**config.mk**
```make
export PLATFORM = sky130hd
export DESIGN_NAME = uart_rx
export DESIGN_NICKNAME = d
export VERILOG_FILES = /design/src/rtl/uart_pkg.sv /design/src/rtl/uart_rx_sync.sv /design/src/rtl/uart_rx.sv
export SDC_FILE = /design/constraint.sdc
export NUM_CORES = 1
export LEC_CHECK = 0
export ABC_AREA = 1
export CAP_MARGIN = 20
export CORE_MARGIN = 4
export CORE_UTILIZATION = 53
export CTS_BUF_LIST = sky130_fd_sc_hd__clkbuf_4 sky130_fd_sc_hd__clkbuf_8
export CTS_CLUSTER_DIAMETER = 50
export DETAILED_ROUTE_END_ITERATION = 12
export GPL_TIMING_DRIVEN = 0
export PLACE_DENSITY = 0.79
export SLEW_MARGIN = 20
export SYNTH_ARGS = -nofsm -noshare
export SYNTH_HDL_FRONTEND = slang
export SYNTH_HIERARCHICAL = 1
export SYNTH_SLANG_ARGS = --single-unit
```
**constraint.sdc**
```tcl
create_clock -name clk -period 4.2 [get_ports clk]
set_clock_uncertainty 0.1 [all_clocks]
set_input_delay 0.42 -clock clk [delete_from_list [all_inputs] [get_ports clk]]
set_output_delay 0.42 -clock clk [all_outputs]
set_load 0.02 [all_outputs]
```
**src/rtl/uart_pkg.sv**
```systemverilog
// rtl/uart_pkg.sv - shared UART frame constants, state encodings and bit-time math
package uart_pkg;

  localparam logic START_BIT = 1'b0;
  localparam logic STOP_BIT  = 1'b1;
  localparam int   DATA_BITS = 8;

  typedef enum logic [3:0] {
    ST_IDLE      = 4'd0,
    ST_START     = 4'd1,
    ST_DATA      = 4'd2,
    ST_STOP      = 4'd3,
    ST_WAIT_HIGH = 4'd4
  } state_e;

  // TX and RX both derive their bit period here so they always agree.
  function automatic int unsigned calc_bit_time(input int unsigned sys_clk_hz,
                                                input int unsigned baud);
    return sys_clk_hz / baud;
  endfunction

endpackage

```
**src/rtl/uart_rx_sync.sv**
```systemverilog
// rtl/uart_rx_sync.sv - two-flop RX synchronizer plus one-flop delay for falling-edge detect
module uart_rx_sync (
  input  logic clk,
  input  logic rst,
  input  logic rx,
  output logic rx_s,
  output logic fall
);

  logic meta_q;
  logic rx_s_q;
  logic rx_d_q;

  // Reset to the idle line level so leaving reset never looks like a start edge.
  always_ff @(posedge clk) begin
    if (rst) begin
      meta_q <= 1'b1;
      rx_s_q <= 1'b1;
      rx_d_q <= 1'b1;
    end else begin
      meta_q <= rx;
      rx_s_q <= meta_q;
      rx_d_q <= rx_s_q;
    end
  end

  assign rx_s = rx_s_q;
  assign fall = rx_d_q & ~rx_s_q;

endmodule

```
**src/rtl/uart_rx.sv**
```systemverilog
// rtl/uart_rx.sv - 8N1 UART receiver with one-cycle valid and framing-error strobes
module uart_rx
  import uart_pkg::*;
#(
  parameter int unsigned BAUD_RATE           = 115200,
  parameter int unsigned SYS_CLOCK_FREQUENCY = 50000000
) (
  input  logic       clk,
  input  logic       rst,
  input  logic       RX,
  output logic [7:0] data,
  output logic       valid,
  output logic       frame_err,
  output logic       busy,
  output logic [3:0] probe
);

  localparam int unsigned BIT_TIME  = calc_bit_time(SYS_CLOCK_FREQUENCY, BAUD_RATE);
  localparam int unsigned HALF_TIME = BIT_TIME / 2;
  localparam logic [31:0] BIT_LAST  = 32'(BIT_TIME - 1);
  localparam logic [31:0] HALF_LAST = 32'(HALF_TIME - 1);
  localparam logic [2:0]  IDX_LAST  = 3'(DATA_BITS - 1);

  logic rx_s;
  logic fall;

  state_e      state_q, state_d;
  logic [31:0] timer_q, timer_d;
  logic [2:0]  bit_idx_q, bit_idx_d;
  logic [7:0]  shift_q, shift_d;
  logic [7:0]  data_q, data_d;
  logic        valid_q, valid_d;
  logic        ferr_q, ferr_d;

  uart_rx_sync u_sync (
    .clk  (clk),
    .rst  (rst),
    .rx   (RX),
    .rx_s (rx_s),
    .fall (fall)
  );

  always_ff @(posedge clk) begin
    if (rst) begin
      state_q   <= ST_IDLE;
      timer_q   <= '0;
      bit_idx_q <= '0;
      shift_q   <= '0;
      data_q    <= '0;
      valid_q   <= 1'b0;
      ferr_q    <= 1'b0;
    end else begin
      state_q   <= state_d;
      timer_q   <= timer_d;
      bit_idx_q <= bit_idx_d;
      shift_q   <= shift_d;
      data_q    <= data_d;
      valid_q   <= valid_d;
      ferr_q    <= ferr_d;
    end
  end

  always_comb begin
    state_d   = state_q;
    timer_d   = timer_q;
    bit_idx_d = bit_idx_q;
    shift_d   = shift_q;
    data_d    = data_q;
    valid_d   = 1'b0;
    ferr_d    = 1'b0;
    case (state_q)
      ST_IDLE: begin
        if (fall) begin
          timer_d = '0;
          state_d = ST_START;
        end
      end
      ST_START: begin
        if (timer_q == HALF_LAST) begin
          // Line back high at mid start bit: a glitch, not a frame.
          if (rx_s != START_BIT) begin
            state_d = ST_IDLE;
          end else begin
            timer_d   = '0;
            bit_idx_d = '0;
            state_d   = ST_DATA;
          end
        end else begin
          timer_d = timer_q + 32'd1;
        end
      end
      ST_DATA: begin
        if (timer_q == BIT_LAST) begin
          shift_d[bit_idx_q] = rx_s;
          bit_idx_d          = bit_idx_q + 3'd1;
          timer_d            = '0;
          if (bit_idx_q == IDX_LAST) state_d = ST_STOP;
        end else begin
          timer_d = timer_q + 32'd1;
        end
      end
      ST_STOP: begin
        if (timer_q == BIT_LAST) begin
          if (rx_s == STOP_BIT) begin
            data_d  = shift_q;
            valid_d = 1'b1;
            state_d = ST_IDLE;
          end else begin
            ferr_d  = 1'b1;
            state_d = ST_WAIT_HIGH;
          end
        end else begin
          timer_d = timer_q + 32'd1;
        end
      end
      ST_WAIT_HIGH: begin
        if (rx_s) state_d = ST_IDLE;
      end
      default: state_d = ST_IDLE;
    endcase
  end

  always_comb begin
    data      = data_q;
    valid     = valid_q;
    frame_err = ferr_q;
    busy      = (state_q != ST_IDLE);
    probe     = state_q;
  end

endmodule

```
==> flow_metrics.tcl, run 1 <==
set metrics [dict create \
    cp-end-kind "flop" \
    start_util_pct 55.5 \
    vias_per_cell 5.40 \
    antenna_left 0 \
    maxCapViolations 0 \
    synth_seq_cells 59 \
    ys_warn_count 6 \
    clock_sinks 59 \
    num_antenna_cells 0 \
    switching_share_pct 40.1 \
    crit_arrival_ns 2.41 \
    start_kind "flop" \
    r2r_slack_ns 1.91 \
    synth-edff-count 0 \
    core_um2 6910 \
    top_usage_layer "met2" \
    cts_buffer_depth 2 \
    rows 30 \
    ctsHoldBuffers 0 \
    p_leak_uw 0.00174 \
    worstPathMaxFanout 8 \
    cts_tree "done" \
    finalSetupTns_ns 0 \
    crit_top_cell "a21oi_1" \
    status "finished, final reports clean" \
    maxSlewViolCount 0 \
    rsz0062_at_grt "no" \
    grt_pass1_vias 3676 \
    avgSynthCellArea_um2 6.25 \
    track_usage_pct 25.6 \
    dieWidth_um 93.0 \
    yosys-top-cells-area "dfxtp_1 (31%), nand2_1 (17%), nor2_1 (9.5%)" \
    hp-class "flop to flop" \
    p_int_uw 1100 \
    first_pass_iters 5 \
    worstSetupPathType "flop to flop" \
    netlist_area_um2 3830 \
    tightest_slew_ns 0.761 \
    wl_per_cell_um 14.1 \
    die_h_um 93.0 \
    gr-total-overflow 0 \
    io_pins 18 \
    cpMaxStageDelayCell "dfxtp_1" \
    placed_area_um2 4110 \
    synth_cell_types 36 \
    post-synth-top-count-cell "nand2_1" \
    crit_start "timer_q[0]" \
    peakVddDrop_mv 0.290 \
    synthCells 613 \
    clock-root-buffer "clkbuf_8" \
    use_met1_pct 32.2 \
    seq_area_frac_synth_pct 30.8 \
    grtUsageMet2_pct 40.3 \
    use_met3_pct 5.71 \
    p_per_area_nw_per_um2 425 \
    layout.cells.non_filler 741 \
    postCtsSetupBuffers 0 \
    fillCellCount 712 \
    endpoint "timer_q[28]" \
    clkPwrFrac_pct 33.1 \
    rr_startpoint "timer_q[0]" \
    synth-async-reset-ratio_pct 0 \
    drc_errors 0 \
    reg2reg_depth 8 \
    relSlewSlack_pct 49.3 \
    grt_max_degree 13 \
    cp.required_ns 4.32 \
    fmax_mhz 437 \
    synth.top_cell.area_share_pct 30.8 \
    cts_made_buffers 9 \
    setup_viol 0 \
    synthFlopType "dfxtp_1" \
    p_seq_share_pct 33.3 \
    grt_pass1_wl_um 17400 \
    design_area_um2 4340 \
    drtIter0Drc 309 \
    cp_cell_sequence "ha_1 -> nand2_1 -> nor2_4 -> nand3_1 -> nor2_2 -> a21oi_1 -> o21ai_0 -> a21oi_1" \
    drive_above_1_share_pct 10.5 \
    vias 3998 \
    antenna_found_initial 0 \
    clock_latency_ns 0.36 \
    finalNetCount 648 \
    fin_crit_ns 2.29 \
    max_stage_delay_ns 0.53 \
    clkSlewWorstSetupHoldPaths_ns 0.07 \
    yosys-top-cells-count "nand2_1 (176), nor2_1 (97), inv_1 (70)" \
    gp_congestion 0.963 \
    yosysTopAreaCell "dfxtp_1" \
    switchingPower_uw 738 \
    routed_wirelength_um 10500 \
    r2r_end "timer_q[28]" \
    ctsHtreeMaxLevel 3 \
    port_buffers 16 \
    hold_violations 0 \
    dp_hpwl_um 7770 \
    finalCritPeriodShare_pct 54.5 \
    post_cts_resize_count 0 \
    dp.cells 725 \
    area_growth_syn_to_layout_pct 13.2 \
    syn-num-nets 621 \
    combPwrFrac_pct 33.6 \
    dieArea_um2 8660 \
]
==> worst min path at each step <==
| stage | cells after the start | start | to |
|---|---|---|---|
| after detailed placement | 2 | u_sync/meta_q | u_sync/rx_s |
| after global routing | 2 | u_sync/meta_q | u_sync/rx_s |
| final | 2 | u_sync/meta_q | u_sync/rx_s |
| after CTS | 2 | u_sync/meta_q | u_sync/rx_s |
| after global placement | 2 | u_sync/meta_q | u_sync/rx_s |
| after floorplan | 2 | u_sync/meta_q | u_sync/rx_s |
==> power groups by stage <==
stage,logic (uW),clock network (uW),registers [uW]
CTS,614,616,613
floorplan,409,0,629
detailed placement,609,0,626
finish,618,610,613
global route,672,640,616
global placement,601,0,625
==> registers in the layout, summed over array words and instances (netlist names), 3 cells and up <==
register and count:
bit_idx_q 3, data 8, timer_q 32, shift_q 8, probe 3
==> layer usage <==
layer | part of all wire [%] | vias to the layer above | wire [um]
li1 | - | 2029 | -
met1 | 43 | 1766 | 4560
met2 | 45 | 161 | 4750
met3 | 6.4 | 42 | 669
met4 | 4.9 | 0 | 510
met5 | 0 | - | 0
==> logic make-up (layout without fill, tap and decap cells) <==
family                     after synthesis  in the layout  synth area share, %
other                                    1              1               0.0978
buffers and inverters                   98            130                 10.7
AOI/OAI and AO/OA                       77             77                 13.2
adders and majority gates                5              5                 1.63
and+or+nand+nor                        368            368                 42.3
DFF                                     59             59                 30.8
xor gates and xnor gates                 5              5                 1.14
==> cell usage in the layout, fill, tap and decap left out, types with 2 or more instances in the layout <==
master,count
o2111ai_1,10
xor2_1,5
a21oi_1,43
clkbuf_8,9
inv_6,2
dfxtp_1,59
nor2_2,5
bufinv_16,2
nand3_1,52
a211oi_2,8
nand3b_1,2
ha_1,5
clkbuf_1,9
clkinv_4,2
nand2_1,176
nand4_1,14
o21ai_0,8
buf_6,4
nor2_1,97
nand2_2,3
buf_4,2
or2_2,3
a21oi_2,3
nor3_1,5
o31ai_1,2
nor2_4,4
clkdlybuf4s50_1,16
inv_2,8
inv_1,70
buf_2,5
==> worst max-delay path: cells and delay by family, from the launching register on <==
family                   cells  cell delay (ns)
AO/OA/AOI/OAI                3             0.38
adder cells (fa/ha/maj)      1             0.35
flip-flops                   1             0.53
AND/OR/NAND/NOR              4             0.77
==> cell type report <==
class                           instances  area, um^2  area share, %
Buffer                                 20         119           2.74
Clock buffer                            9         124           2.86
Clock inverter                          7         100           2.31
Inverter                               78         293           6.75
Multi-Input combinational cell        456        2240           51.6
Sequential cell                        59        1180           27.2
Tap cell                               96         120           2.77
Timing Repair Buffer                   16         160           3.69
==> stage by stage <==
stage | total power, uW | hold WS, ns | util (%) | setup WS [ns]
after floorplan | 1040 | 0.280 | - | 2.45
after global routing | 1930 | 0.334 | 62.8 | 1.78
after detailed placement | 1230 | 0.290 | 59.5 | 2.01
final | 1840 | 0.303 | 62.8 | 1.91
after global placement | 1230 | 0.282 | 59.5 | 2.05
after CTS | 1840 | 0.308 | 62.8 | 1.98
No activity file was read; power rests on OpenSTA's default activity.
==> run 2: changes to the inputs <==
--- a/config.mk
+++ b/config.mk
@@ -13,7 +13,7 @@
 export CTS_CLUSTER_DIAMETER = 50
 export DETAILED_ROUTE_END_ITERATION = 12
 export GPL_TIMING_DRIVEN = 0
-export PLACE_DENSITY = 0.79
+export PLACE_DENSITY = 0.82
 export SLEW_MARGIN = 20
 export SYNTH_ARGS = -nofsm -noshare
 export SYNTH_HDL_FRONTEND = slang
==> constraint.sdc (replaced) <==
create_clock -name clk -period 2.1 [get_ports clk]
set_clock_uncertainty 0.1 [all_clocks]
set_input_delay 0.21 -clock clk [delete_from_list [all_inputs] [get_ports clk]]
set_output_delay 0.21 -clock clk [all_outputs]
set_load 0.02 [all_outputs]
==> run 2 against run 1 <==
Compared with the run above: worst setup slack worse by 1.8 ns; critical path type is now flop to output port; critical endpoint is now busy; wire length is 1.8% lower; cell area up 1.2%; sequential cell count unchanged; via count up 3.7%; highest routed layer unchanged.
==> flow_metrics.tcl, run 2 (synthesis gave the netlist of run 1 again) <==
set metrics [dict create \
    p_seq_share_pct 33.7 \
    io_pins 18 \
    hold_violations 0 \
    combPwrFrac_pct 34.0 \
    dp_hpwl_um 7670 \
    first_pass_iters 6 \
    routed_wirelength_um 10300 \
    cts_made_buffers 9 \
    cts_buffer_depth 2 \
    die_h_um 93.0 \
    area_growth_syn_to_layout_pct 14.5 \
    peakVddDrop_mv 0.626 \
    clock_latency_ns 0.34 \
    drc_errors 0 \
    port_buffers 16 \
    maxSlewViolCount 0 \
    status "finished, final reports clean" \
    fillCellCount 687 \
    fmax_mhz 500 \
    clock_sinks 59 \
    start_util_pct 55.5 \
    start_kind "flop" \
    maxCapViolations 0 \
    dp.cells 725 \
    finalNetCount 651 \
    layout_common_cells "nand2_1 (175), nor2_1 (95), inv_1 (70)" \
    setup_slack_ns 0.0999 \
    switching_share_pct 39.7 \
    p_int_uw 2210 \
    drtIter0Drc 298 \
    antenna_left 0 \
    clkPwrFrac_pct 32.3 \
    gr-total-overflow 0 \
    hold_slack_ns 0.311 \
    antenna_found_initial 0 \
    grt_pass1_wl_um 17300 \
    preCtsSetupSlack_ns -0.113 \
    cp-end-kind "output port" \
    drive_above_1_share_pct 11.9 \
    cp.required_ns 1.79 \
    worstPathMaxFanout 5 \
    dieArea_um2 8660 \
    use_met3_pct 4.83 \
    grtUsageMet2_pct 40.7 \
    clkSlewWorstSetupHoldPaths_ns 0.07 \
    finalCritPeriodShare_pct 95.2 \
    grt_pass1_vias 3787 \
    switchingPower_uw 1450 \
    worstSetupPathType "flop to output port" \
    setup_viol 0 \
    rows 30 \
    vias 4146 \
    tightest_slew_ns 0.696 \
    regMostFlops "timer_q" \
    p_leak_uw 0.00175 \
    fin_crit_ns 2.00 \
    largest_register_ffs 32 \
    gp_congestion 1.00 \
    crit_arrival_ns 1.69 \
    p_per_area_nw_per_um2 835 \
    mostFrequentLayoutCell "nand2_1" \
    wl_per_cell_um 13.8 \
    vias_per_cell 5.57 \
    cts_tree "done" \
    layout.cells.non_filler 744 \
    use_met1_pct 31.4 \
    hp-class "input port to flop" \
    clock-root-buffer "clkbuf_8" \
    core_um2 6910 \
    dieWidth_um 93.0 \
    ctsHtreeMaxLevel 3 \
    grt_max_degree 13 \
    top_usage_layer "met2" \
    num_antenna_cells 0 \
    track_usage_pct 24.8 \
    relSlewSlack_pct 53.6 \
    finalSetupTns_ns 0 \
]
run 2: path summary, 6_finish.rpt:
kind,cells after the start,slack (ns),startpoint,endpoint
max,3,0.1,probe[1],busy
min,3,0.31,RX,u_sync/meta_q
max reg2reg,12,0.11,timer_q[0],timer_q[8]
min reg2reg,2,0.31,u_sync/meta_q,u_sync/rx_s
run 2: timing repair:
action / in CTS / in global routing
gates resized for setup: 1 / 7
pin swaps: 0 / 1
setup endpoints to repair: 3 / 8
setup buffers: 0 / 3
hold buffers: 0 / 0
run 2: cell type report:
cell class	instances	area [um^2]	share of cell area (%)
clock inverters	7	100	2.28
plain buffers	20	119	2.71
multi-input cells	456	2260	51.6
inverters	78	293	6.67
flip-flops and latches	59	1180	27.0
clock buffers	9	124	2.82
well taps	96	120	2.74
repair buffers	19	183	4.16
run 2: power groups by stage:
| stage | combinational [uW] | sequential [uW] | clock [uW] |
|---|---|---|---|
| after CTS | 1230 | 1230 | 1200 |
| after global placement | 1200 | 1250 | 0 |
| final | 1250 | 1230 | 1180 |
| after detailed placement | 1220 | 1250 | 0 |
| after global routing | 1360 | 1240 | 1250 |
| after floorplan | 819 | 1260 | 0 |
run 2: metrics by stage:
stage / total power, uW / cell area, um^2 / util [%]
after floorplan: 2080 / 3830 / -
after global routing: 3840 / 4390 / 63.5
after CTS: 3660 / 4340 / 62.8
after global placement: 2450 / 4110 / 59.5
after detailed placement: 2470 / 4110 / 59.5
final: 3660 / 4390 / 63.5
run 2: per-layer routing:
metal / up-vias / wire length [um]
li1: 2034 / -
met1: 1910 / 4400
met2: 174 / 4820
met3: 28 / 762
met4: 0 / 316
met5: - / 0
run 2: worst max-delay path: stages (launching register included):
cell             delay (ns)
dfxtp_1                0.49
nor2_1                 0.15
nand2_1                0.10
clkdlybuf4s50_1        0.61
